[src/rtl/mem_access_stage.sv]
// Data-memory access stage: one outstanding load/store,
// misalignment check, bus timeout and in-flight kill.
module mem_access_stage #(
    parameter int TIMEOUT = 16
) (
    input  logic        clk,
    input  logic        rst,
    input  logic        in_valid,
    input  logic        MemWriteM,
    input  logic        MemtoRegM,
    input  logic        RegWriteM,
    input  logic [31:0] ALUOutM,
    input  logic [31:0] WriteDataM,
    input  logic [3:0]  WA3M,
    input  logic        flush_m,
    output logic        stall_m,
    output logic        mem_req,
    output logic        mem_we,
    output logic [31:0] mem_addr,
    output logic [31:0] mem_wdata,
    input  logic [31:0] mem_rdata,
    input  logic        mem_ack,
    output logic        out_valid,
    output logic        RegWriteO,
    output logic        MemtoRegO,
    output logic        mem_err,
    output logic [31:0] ReadDataO,
    output logic [31:0] ALUOutO,
    output logic [3:0]  WA3O
);
    localparam logic [0:0] IDLE = 1'b0;
    localparam logic [0:0] BUSY = 1'b1;
    localparam logic [7:0] CNT_LAST = 8'(TIMEOUT - 1);

    logic [0:0]  state;
    logic [7:0]  cnt;
    logic        kill;
    logic        we_q;
    logic        ld_q;
    logic        rw_q;
    logic [31:0] addr_q;
    logic [31:0] wdata_q;
    logic [3:0]  wa_q;

    logic access;
    logic aligned;
    logic busy;
    logic timeout_hit;
    logic start;
    logic finish;
    logic killed;

    assign access      = in_valid & (MemWriteM | MemtoRegM) & ~flush_m;
    assign aligned     = (ALUOutM[1:0] == 2'b00);
    assign busy        = (state == BUSY);
    assign timeout_hit = busy & (cnt == CNT_LAST);
    assign start       = ~busy & access & aligned;
    assign finish      = busy & (mem_ack | timeout_hit);
    // A flush arriving in the completion cycle still kills the result
    assign killed      = kill | flush_m;

    assign stall_m   = start | (busy & ~mem_ack & ~timeout_hit);
    assign mem_req   = busy;
    assign mem_we    = busy & we_q;
    assign mem_addr  = addr_q;
    assign mem_wdata = wdata_q;

    // Sequence IDLE/BUSY, count unanswered BUSY cycles, remember flushes
    always_ff @(posedge clk) begin
        if (rst) begin
            state <= IDLE;
            cnt   <= '0;
            kill  <= 1'b0;
        end else if (start) begin
            state <= BUSY;
            cnt   <= '0;
            kill  <= 1'b0;
        end else if (finish) begin
            state <= IDLE;
        end else if (busy) begin
            cnt <= cnt + 8'd1;
            if (flush_m) begin
                kill <= 1'b1;
            end
        end
    end

    // Capture the access so the bus stays stable for the whole transaction
    always_ff @(posedge clk) begin
        if (rst) begin
            we_q    <= 1'b0;
            ld_q    <= 1'b0;
            rw_q    <= 1'b0;
            addr_q  <= '0;
            wdata_q <= '0;
            wa_q    <= '0;
        end else if (start) begin
            we_q    <= MemWriteM;
            ld_q    <= MemtoRegM;
            rw_q    <= RegWriteM;
            addr_q  <= ALUOutM;
            wdata_q <= WriteDataM;
            wa_q    <= WA3M;
        end
    end

    // Result register towards MEM/WB; fields hold while out_valid is low
    always_ff @(posedge clk) begin
        if (rst) begin
            out_valid <= 1'b0;
            RegWriteO <= 1'b0;
            MemtoRegO <= 1'b0;
            mem_err   <= 1'b0;
            ReadDataO <= '0;
            ALUOutO   <= '0;
            WA3O      <= '0;
        end else begin
            out_valid <= 1'b0;
            RegWriteO <= 1'b0;
            if (busy) begin
                if (finish & killed) begin
                    mem_err <= 1'b0;
                end else if (finish) begin
                    out_valid <= 1'b1;
                    ALUOutO   <= addr_q;
                    WA3O      <= wa_q;
                    MemtoRegO <= ld_q;
                    if (mem_ack) begin
                        RegWriteO <= rw_q;
                        mem_err   <= 1'b0;
                        ReadDataO <= ld_q ? mem_rdata : 32'd0;
                    end else begin
                        mem_err   <= 1'b1;
                        ReadDataO <= '0;
                    end
                end
            end else if (in_valid & ~flush_m) begin
                if (~access) begin
                    out_valid <= 1'b1;
                    RegWriteO <= RegWriteM;
                    MemtoRegO <= MemtoRegM;
                    mem_err   <= 1'b0;
                    ReadDataO <= '0;
                    ALUOutO   <= ALUOutM;
                    WA3O      <= WA3M;
                end else if (~aligned) begin
                    out_valid <= 1'b1;
                    MemtoRegO <= MemtoRegM;
                    mem_err   <= 1'b1;
                    ReadDataO <= '0;
                    ALUOutO   <= ALUOutM;
                    WA3O      <= WA3M;
                end
            end
        end
    end
endmodule

[config.mk]
export PLATFORM = sky130hd
export DESIGN_NAME = mem_access_stage
export DESIGN_NICKNAME = d
export VERILOG_FILES = /design/src/rtl/mem_access_stage.sv
export SDC_FILE = /design/constraint.sdc
export NUM_CORES = 1
export LEC_CHECK = 0
export BUFFER_PORTS_ARGS = -buffer_cell sky130_fd_sc_hd__buf_2
export CAP_MARGIN = 20
export CELL_PAD_IN_SITES_DETAIL_PLACEMENT = 0
export CELL_PAD_IN_SITES_GLOBAL_PLACEMENT = 1
export CORE_ASPECT_RATIO = 0.9
export CORE_MARGIN = 2
export CORE_UTILIZATION = 25
export DETAILED_ROUTE_END_ITERATION = 16
export GPL_TIMING_DRIVEN = 0
export PLACE_DENSITY_LB_ADDON = 0.15
export SETUP_SLACK_MARGIN = 0.4
export SYNTH_ARGS = -nofsm -noshare
export SYNTH_HDL_FRONTEND = slang
export SYNTH_SLANG_ARGS = --single-unit
[constraint.sdc]
create_clock -name clk -period 2.8 [get_ports clk]
set_input_delay 0.14 -clock clk [delete_from_list [all_inputs] [get_ports clk]]
set_output_delay 0.14 -clock clk [all_outputs]
set_load 0.02 [all_outputs]
==> impl_results.md, run 1 <==
* Status: completed
* Leading cell types by count after synthesis: nand2_1, dfxtp_1, a21oi_1
* Syn-to-layout area delta at 52.6%
* Clock tree from TritonCTS: yes
* Maximum clock path buffer count at 2
* Final Cycle Share at roughly 79%
* H-tree levels at 4
* Sequential power share at between 40% and 50%
* Max_slew headroom at 44.3%
* Fin. Hold Viols at 0
* Synth area leader: dfxtp_1
* Root buf cell: clkbuf_16
* Register area share after synthesis at 50.2%
* 1st-iter DRT viols at 323
* Post-synth ARST share at 0%
* Logic gate share of total power at between 10% and 20%
* Fin nets at about 1,200
* Cts bufs inserted at 17
* Yosys top cell area share at 50.2%
* Synth Area in Simple Gates at 16.9%
* Critical path's largest stage delay at around 540 ps
* GR Util All Layers at 17.0%
* Largest family of logic cells by synthesized area: simple AND/OR/NAND/NOR gates
* Initial antenna violation count at 2
* Number of global-route vias before repair at between 6,000 and 7,000
* Vias at ~6,300
* Syn nets at around 810
* Die W at around 170 um
* Fillers at 2,518
* Maxcap violations at 0
* First-pass DRT Iterations at 4
* Syn Std Cell Area at just over 0.006 mm^2
* Residual DRC at 0
* Yosys cell types at 35
* Clock Skews at approximately 12 ps
* First-pass GRT wire length at between 30,000 and 40,000 um
* Synth top area cells: dfxtp_1, nand2_1, mux2i_1, a21oi_1, o41ai_1
* Routed Antenna Nets at 0
* Mux contribution to synthesized area at ~11%
* Setup_tns at 0 ps
* HP Class: in2reg
* Clock share of power at between 40% and 50%
* Switching power at between 1 and 1.5 mW
* Synth Area in Adders at less than 1%
* Synth Register Bits at around 150
* Std-Cell Core Area at between 0.02 and 0.025 mm^2
* Post-DR wirelength/cell at 15.8 um
* CP Capture Type: output port
* Total internal power at between 3 and 4 mW
* Starting Density at between 20% and 30%
* Critical Path Start Type: flip-flop
* Gpl congestion at 0.769
* Mean area per synthesized cell at 8.72 um^2
* CTS Sinks at between 150 and 200
* Tmin final at ~2200 ps
* Setup Fix Bufs, Post-CTS at 0
* YS warnings at 0
* CP required at around 2700 ps
* P per Cell Area at 539 mW/mm^2
* Routed wire length at 21,900 um
* Skew-Pair Late Insertion Delay at between 400 and 500 ps
* Critical path class: reg2out
* Post-synth EDFFs at 0
* Most frequent cell after synthesis: nand2_1
* Layout cells sized above 1 at roughly 29%
* IO Port Bufs at about 250
* Crit-path max FO at 10
* Actual slew at the worst max-slew pin at about 840 ps
* Pleak at 3.90 nW
* Synth Area in XOR/XNOR at less than 1%
* Reg clk slew, reported paths at roughly 70 ps
* Critical-path cell list: buf_4, clkbuf_1, and2_1, buf_2
* Slew Limit Fails at 0
* Setup violators final at 0
* Max Clk Rate at between 400 and 500 MHz
* Top-Level Pins at 247
* Sw Ratio at a little over a quarter
* Post-synth top flop: dfxtp_1
* Worst path slowest cell: clkbuf_1
* FP Rows at 54
* Die Area at 0.0257 mm^2
* RSZ-0062 raised after global routing: no
* Final Util at 38.6%
* Compound-Gate Fraction of Synth Area at between 15 and 20%
* Crit path DAT at around 2100 ps
* Largest net degree at the start of global routing at 17
* Mapped Cells at approximately 700
* Worst vdd ir at approximately 0.24 mV
* Die H at ~150 um
* Overflow after GRT at 0
* Hpwl dp at 15,600 um
* Vias/cell at ~4.5
## cells in the final DEF, fill, tap and decap left out, types with 3 or more instances in the layout
cell type,instances
and2_1,3
dfxtp_1,153
nand2_1,209
clkbuf_16,17
nand2b_1,3
nand3_1,4
buf_2,268
or4_1,3
clkinvlp_4,7
clkbuf_1,29
o41ai_1,38
mux2i_1,68
dlygate4sd3_1,102
nor2_1,8
a31oi_1,3
buf_4,6
a21oi_1,117
o31ai_1,4
o21ai_0,3
## path summary, 6_finish.rpt
path / startpoint / to / slack, ps / cells after the start
setup / recovery: mem_req / mem_we / 590 / 4
hold / removal: ALUOutM[0] / ALUOutO[0] / 60 / 3
setup reg to reg: mem_req / ALUOutO[29] / 710 / 5
hold reg to reg: mem_wdata[31] / mem_wdata[31] / 450 / 2
## sequential cells by signal, summed over array words and instances (netlist names)
| signal | cells |
|---|---|
| mem_req | 1 |
| RegWriteO | 1 |
| ld_q | 1 |
| cnt | 8 |
| MemtoRegO | 1 |
| kill | 1 |
| ALUOutO | 32 |
| rw_q | 1 |
| mem_addr | 32 |
| wa_q | 4 |
| WA3O | 4 |
| we_q | 1 |
| ReadDataO | 32 |
| mem_err | 1 |
| out_valid | 1 |
| mem_wdata | 32 |
## layout make-up
cell class / instances / area [um^2] / share of cell area [%]
inverter: 3 / 11.3 / 0.121
timing repair buffer: 348 / 2250 / 24.2
antenna: 2 / 5.00 / 0.0538
sequential: 153 / 3060 / 32.9
tap: 308 / 385 / 4.14
clock inverter: 14 / 115 / 1.24
multi-input combinational: 485 / 2770 / 29.8
buffer: 58 / 269 / 2.89
clock buffer: 18 / 429 / 4.61
## timing repair
action                                 4_1_cts  5_1_grt
hold buffers                               102        0
gates resized for setup                      2        3
setup endpoints to repair                    1        1
pin swaps                                    0        0
endpoints found under the hold margin      103        0
## power by group through the flow
stage | registers (mW) | logic [mW] | clock network (mW)
after floorplan | 2.38 | 0.186 | 0
after global placement | 2.32 | 0.471 | 0
after detailed placement | 2.32 | 0.471 | 0
after CTS | 2.27 | 0.586 | 2.25
after global routing | 2.27 | 0.634 | 2.34
final | 2.27 | 0.583 | 2.17
## worst max-delay path: cells and delay by family, from the launching register on
family                 cells  cell delay (ps)
AND/OR/NAND/NOR            1              210
flip-flops                 1              470
buffers and inverters      3              960
## logic make-up after synthesis
group	after synthesis
AND/OR/NAND/NOR	245
multiplexers	68
AO/OA/AOI/OAI	170
flip-flops	153
adder cells (fa/ha/maj)	1
buffers and inverters	61
XOR/XNOR	1
## through the flow
step | power [mW] | instances | hold slack, ps | setup WS (ps) | cell area (um^2)
2_1_floorplan | 2.57 | 699 | 276 | 1160 | 6100
3_3_place_gp | 2.79 | 1253 | 385 | 629 | 7710
3_5_place_dp | 2.79 | 1253 | 388 | 643 | 7710
4_1_cts | 5.10 | 1387 | 39.2 | 489 | 9290
5_1_grt | 5.25 | 1389 | 85.3 | 471 | 9300
6_report | 5.02 | 1389 | 58.5 | 590 | 9300
## layer usage
metal | vias to the layer above | wire length (um) | track usage (%)
met5 | - | 0 | 0
li1 | 3162 | - | -
met1 | 2914 | 10200 | 21.7
met4 | 0 | 396 | 5.42
met3 | 21 | 1190 | 4.57
met2 | 163 | 10100 | 27.8
Power figures use the tool's default switching activity.
==> run 2: changes to the inputs <==
- ABC_AREA: not set -> 1
- clock period: 2.8 -> 2 ns (I/O delays scaled with it)
==> impl_results.md, run 2 <==
* Die W at 173 um (was 169 um)
* Largest net degree at the start of global routing at 17 (unchanged)
* Status: completed (unchanged)
* P per Cell Area at 710 mW/mm^2 (was 539 mW/mm^2)
* RSZ-0062 raised after global routing: yes (was no)
* CP required at 1900 ps (was 2660 ps)
* CP Capture Type: output port (unchanged)
* YS warnings at 0 (unchanged)
* Die Area at 0.0270 mm^2 (was 0.0257 mm^2)
* Actual slew at the worst max-slew pin at 645 ps (was 836 ps)
* DP Cell Count at 1,462 (was 1,253)
* Reg clk slew, reported paths at 60 ps (was 70 ps)
* Mean area per synthesized cell at 7.34 um^2 (was 8.72 um^2)
* Die H at 156 um (was 152 um)
* Most common cell after layout, fill and taps aside: buf_2 (unchanged)
* Critical Path Start Type: flip-flop (unchanged)
* First-pass DRT Iterations at 6 (was 4)
* Routed Antenna Nets at 0 (unchanged)
* Worst path slowest cell: dfxtp_2 (was clkbuf_1)
* First-pass GRT wire length at 38,200 um (was 34,300 um)
* Layout cells sized above 1 at 34.9% (was 29.1%)
* H-tree levels at 4 (unchanged)
* Register area share after synthesis at 47.7% (was 50.2%)
* Pleak at 4.80 nW (was 3.90 nW)
* Residual DRC at 0 (unchanged)
* Synth Register Bits at 153 (unchanged)
* Hpwl dp at 16,500 um (was 15,600 um)
* Most frequent cells in the layout: buf_2, nand2_1, dfxtp_1 (unchanged)
* Vias/cell at 4.36 (was 4.51)
* Fin. Hold Viols at 0 (unchanged)
* FP Rows at 55 (was 54)
* R2R Path Start: cnt[1] (was mem_req)
* Critical path's largest stage delay at 340 ps (was 540 ps)
* Syn-to-layout area delta at 64.7% (was 52.6%)
* Syn nets at 984 (was 808)
* Routed wire length at 24,200 um (was 21,900 um)
* Vias at 7,058 (was 6,260)
* Max Clk Rate at 568 MHz
* Critical-path cell list: buf_6, clkinvlp_4, buf_8, nor2_4, nand2_4, buf_8, nand2_4, buf_6 (was buf_4, clkbuf_1, and2_1, buf_2)
* Fillers at 2,683 (was 2,518)
* Overflow after GRT at 0 (unchanged)
* Final non-filler cell total at 1,617 (was 1,389)
* Post-synth top flop: dfxtp_1 (unchanged)
* Leading cell types by count after synthesis: nand2_1, dfxtp_1, nor2_1 (was nand2_1, dfxtp_1, a21oi_1)
* Setup WS post-layout at 240 ps (was 590 ps)
* Most frequent cell after synthesis: nand2_1 (unchanged)
* Clock tree from TritonCTS: yes (unchanged)
* Maxcap violations at 0 (unchanged)
* Post-DR wirelength/cell at 15.0 um (was 15.8 um)
* PnR Total Power at 7.52 mW (was 5.02 mW)
* Ant diodes at 0 (was 2)
* Root buf cell: clkbuf_16 (unchanged)
* HP Class: in2reg (unchanged)
* Crit path DAT at 1660 ps (was 2070 ps)
* Worst vdd ir at 0.392 mV (was 0.236 mV)
* Yosys top cell area share at 47.7% (was 50.2%)
* Mapped Cells at 875 (was 699)
* Max_slew headroom at 57.0% (was 44.3%)
* Maximum clock path buffer count at 2 (unchanged)
* GR Util All Layers at 17.8% (was 17.0%)
* Number of global-route vias before repair at 7,035 (was 6,380)
* Skew-Pair Late Insertion Delay at 420 ps (about the same)
* Syn Std Cell Area at 0.00643 mm^2 (was 0.00610 mm^2)
* Slew Limit Fails at 0 (unchanged)
* IO Port Bufs at 245 (was 246)
* Tmin final at 1760 ps
* Initial antenna violation count at 0 (was 2)
* Gpl congestion at 0.744 (was 0.769)
* Final Util at 42.0% (was 38.6%)
* Top-Level Pins at 247 (unchanged)
* Post-synth EDFFs at 0 (unchanged)
* 1st-iter DRT viols at 296 (was 323)
* Post-synth ARST share at 0% (unchanged)
* Setup violators final at 0 (unchanged)
* Critical path class: reg2out (unchanged)
* Crit-path max FO at 4 (was 10)
* CTS Sinks at 153 (unchanged)
* Yosys cell types at 29 (was 35)
* Synth area leader: dfxtp_1 (unchanged)
* Critical path origin: mem_req (unchanged)
* Synth top area cells: dfxtp_1, nand2_1, nor2_1, a21oi_1, o32ai_1 (was dfxtp_1, nand2_1, mux2i_1, a21oi_1, o41ai_1)
* Fin nets at 1,371 (was 1,175)
* Starting Density at 25.5% (was 25.3%)
* HP Start: WA3M[3] (was ALUOutM[0])
* Clock Skews at 12.9 ps (was 12.3 ps)
* Final Cycle Share at 88.0%
* Std-Cell Core Area at 0.0252 mm^2 (was 0.0241 mm^2)
* Cts bufs inserted at 17 (unchanged)
* Pre-CTS setup slack at -61.6 ps (was 643 ps)
==> run 2: final cells by class <==
| type | count | area (um^2) | share of cell area [%] |
|---|---|---|---|
| tap | 342 | 428 | 4.04 |
| clock inverter | 13 | 111 | 1.05 |
| clock buffer | 19 | 443 | 4.18 |
| sequential | 153 | 3070 | 29.0 |
| inverter | 54 | 214 | 2.02 |
| buffer | 64 | 517 | 4.88 |
| multi-input combinational | 605 | 3250 | 30.7 |
| timing repair buffer | 367 | 2550 | 24.1 |
==> run 2: worst max-delay path: cells and delay by family (launching register included) <==
kind	cells	cell delay (ps)
and+or+nand+nor	3	220
DFF	1	340
buffers and inverters	5	670
==> run 2: path summary, 6_finish.rpt <==
kind | depth (start not counted) | end | slack (ps)
worst max-delay path | 8 | stall_m | 240
worst min-delay path | 3 | wa_q[3] | 20
worst max register to register | 11 | ALUOutO[27] | 270
worst min register to register | 2 | mem_addr[0] | 450
==> run 2: per-stage QoR <==
step	hold WS, ps	instance area (um^2)	TNS, ps
2_1_floorplan	244	6430	0
3_3_place_gp	352	8080	-70.8
3_5_place_dp	355	8080	-106
4_1_cts	0.325	10200	0
5_1_grt	0.895	10600	0
6_report	15.2	10600	0
==> run 2: cells by family (layout without fill, tap and decap cells) <==
| group | after synthesis | after routing | synth area share (%) |
|---|---|---|---|
| XOR/XNOR | 3 | 3 | 0.409 |
| AND/OR/NAND/NOR | 444 | 445 | 29.1 |
| buffers and inverters | 118 | 517 | 8.43 |
| AO/OA/AOI/OAI | 156 | 156 | 14.2 |
| flip-flops | 153 | 153 | 47.7 |
| adder cells (fa/ha/maj) | 1 | 1 | 0.195 |
==> run 2: repair_timing <==
action / 4_1_cts / 5_1_grt
endpoints found under the hold margin: 94 / 0
gates cloned: 7 / 1
setup buffers: 17 / 4
endpoints found under the setup margin: 147 / 146
resized for setup: 96 / 98
hold buffers: 94 / 0
pin swaps: 8 / 19
==> run 2: power breakdown <==
group	switching (mW)	internal, mW
Clock	1.43	1.66
Sequential	0.0590	3.17
Combinational	0.667	0.531
Total	2.16	5.36
==> run 2: per-layer routing <==
layer	wire [um]	vias to the layer above	track usage [%]
li1	-	3603	-
met1	11700	3254	23.5
met2	10900	184	28.9
met3	1300	17	4.56
met4	280	0	4.56
met5	0	-	0
==> run 3: changes to the inputs <==
- CORE_ASPECT_RATIO: 0.9 -> 0.5
- SLEW_MARGIN: not set -> 0
==> impl_results.md, run 3 (synthesized netlist as in run 2, its figures left out) <==
* Status: completed (unchanged)
* Critical-path cell list: ha_4, nand2_2, nor2_2, nand2_2, nand2_2, nand3_4, buf_4, buf_6, a21oi_1, nor2_1 (was buf_6, clkinvlp_4, buf_8, nor2_4, nand2_4, buf_8, nand2_4, buf_6)
* GR Util All Layers at 18.2% (was 17.8%)
* Overflow after GRT at 0 (unchanged)
* Maximum clock path buffer count at 2 (unchanged)
* Final Util at 41.1% (was 42.0%)
* Die Area at 0.0271 mm^2 (was 0.0270 mm^2)
* Routed Antenna Nets at 0 (unchanged)
* P per Cell Area at 780 mW/mm^2 (was 710 mW/mm^2)
* H-tree levels at 4 (unchanged)
* Syn-to-layout area delta at 61.4% (was 64.7%)
* Std-Cell Core Area at 0.0252 mm^2 (about the same)
* HP Start: flush_m (was WA3M[3])
* Final Cycle Share at 82.3% (was 88.0%)
* Met2 WL at 11,600 um (was 10,900 um)
* Critical path origin: cnt[1] (was mem_req)
* Critical Path Start Type: flip-flop (unchanged)
* FP Rows at 41 (was 55)
* 1st-iter DRT viols at 370 (was 296)
* Critical path's largest stage delay at 360 ps (was 340 ps)
* Hpwl dp at 17,400 um (was 16,500 um)
* CTS Sinks at 153 (unchanged)
* Crit path DAT at 1980 ps (was 1660 ps)
* Ant diodes at 0 (unchanged)
* CP Capture Type: flip-flop (was output port)
* Pleak at 4.75 nW (was 4.80 nW)
* Die W at 231 um (was 173 um)
* HP Class: in2reg (unchanged)
* Cell area after layout at 0.0104 mm^2 (was 0.0106 mm^2)
* Vias at 7,087 (was 7,058)
* Actual slew at the worst max-slew pin at 692 ps (was 645 ps)
* Fillers at 2,691 (was 2,683)
* Fin. Hold Viols at 0 (unchanged)
* Most common cell after layout, fill and taps aside: nand2_1 (was buf_2)
* First-pass DRT Iterations at 4 (was 6)
* Fin nets at 1,366 (was 1,371)
* Max_slew headroom at 53.8% (was 57.0%)
* Layout cells sized above 1 at 30.9% (was 34.9%)
* Worst path slowest cell: dfxtp_4 (was dfxtp_2)
* Footprint of the multi-input gates at 0.00309 mm^2 (was 0.00325 mm^2)
* Tmin final at 1650 ps (was 1760 ps)
* Most frequent cells in the layout: nand2_1, buf_2, dfxtp_1 (was buf_2, nand2_1, dfxtp_1)
* First-pass GRT wire length at 38,400 um (was 38,200 um)
* RSZ-0062 raised after global routing: yes (unchanged)
* Crit-path max FO at 10 (was 4)
* Register area at 0.00307 mm^2 (about the same)
* Starting Density at 25.5% (about the same)
* Setup violators final at 0 (unchanged)
* Wl on met1 at 11,400 um (was 11,700 um)
* Die H at 117 um (was 156 um)
* Critical path class: reg2reg (was reg2out)
* CP required at 2330 ps (was 1900 ps)
* Gpl congestion at 0.821 (was 0.744)
* Clock tree from TritonCTS: yes (unchanged)
* Vias/cell at 4.39 (was 4.36)
* IO Port Bufs at 245 (unchanged)
* Slew Limit Fails at 0 (unchanged)
* Top-Level Pins at 247 (unchanged)
* Max Clk Rate at 608 MHz (was 568 MHz)
* Setup WS post-layout at 355 ps (was 240 ps)
* Initial antenna violation count at 0 (unchanged)
* Reg clk slew, reported paths at 60 ps (about the same)
* Cts bufs inserted at 17 (unchanged)
* Hold_ws at 38.7 ps (was 15.2 ps)
* Top Layer Used: met4 (unchanged)
* Maxcap violations at 0 (unchanged)
* Routed wire length at 24,500 um (was 24,200 um)
* Post-DR wirelength/cell at 15.2 um (was 15.0 um)
* Largest net degree at the start of global routing at 17 (unchanged)
* R2R Path Start: cnt[1] (unchanged)
* Setup_tns at 0 ps (unchanged)
* Clock Skews at 8.43 ps (was 12.9 ps)
* Metal3 WL at 1180 um (was 1300 um)
* Skew-Pair Late Insertion Delay at 440 ps (was 420 ps)
* Pre-CTS setup slack at 60.3 ps (was -61.6 ps)
* Root buf cell: clkbuf_16 (unchanged)
* Placed cell areas at 0.00808 mm^2 (about the same)
* Worst vdd ir at 0.497 mV (was 0.392 mV)
* Cell mode on critical path: nand2_2
* Number of global-route vias before repair at 7,068 (was 7,035)
* Residual DRC at 0 (unchanged)
[run 3: layout make-up]
type | count | area share [%]
multi-input combinational | 604 | 29.8
sequential | 153 | 29.6
timing repair buffer | 363 | 23.4
clock buffer | 25 | 4.88
buffer | 64 | 4.62
tap | 344 | 4.15
inverter | 54 | 1.98
clock inverter | 7 | 1.54
[run 3: layer usage]
metal / GRT usage (%) / vias up
li1: - / 3603
met2: 30.3 / 146
met4: 5.20 / 0
met5: 0 / -
met3: 4.99 / 23
met1: 23.0 / 3315
[run 3: worst paths after layout]
check                end  slack [ps]  cells past startpoint
max reg2reg   ALUOutO[0]         350                     10
max           ALUOutO[0]         350                     10
min reg2reg  mem_addr[0]         450                      2
min                 kill          40                      3
[run 3: stage by stage]
| step | cells | power [mW] |
|---|---|---|
| after floorplan | 875 | 3.84 |
| after global placement | 1464 | 4.22 |
| after detailed placement | 1464 | 4.23 |
| after CTS | 1607 | 8.18 |
| after global routing | 1614 | 8.44 |
| final | 1614 | 8.09 |
[run 3: timing repair]
item / in CTS / in global routing
cloned: 1 / 1
hold buffers: 101 / 0
endpoints found under the setup margin: 143 / 124
resized for setup: 85 / 35
hold endpoints to repair: 102 / 0
setup buffers: 9 / 6
pin swaps: 7 / 9
[run 3: worst max-delay path, delay by kind of cell, from the launching register on]
kind,cells,cell delay [ps]
DFF,1,360
AOI/OAI and AO/OA,1,160
buffers and inverters,2,320
and+or+nand+nor,6,550
adders and majority gates,1,130
[run 3: power by group]
part | internal, mW | switching [mW] | total [mW]
Combinational | 0.503 | 0.645 | 1.15
Sequential | 3.17 | 0.0633 | 3.24
Clock | 2.38 | 1.33 | 3.71
Total | 6.05 | 2.03 | 8.09
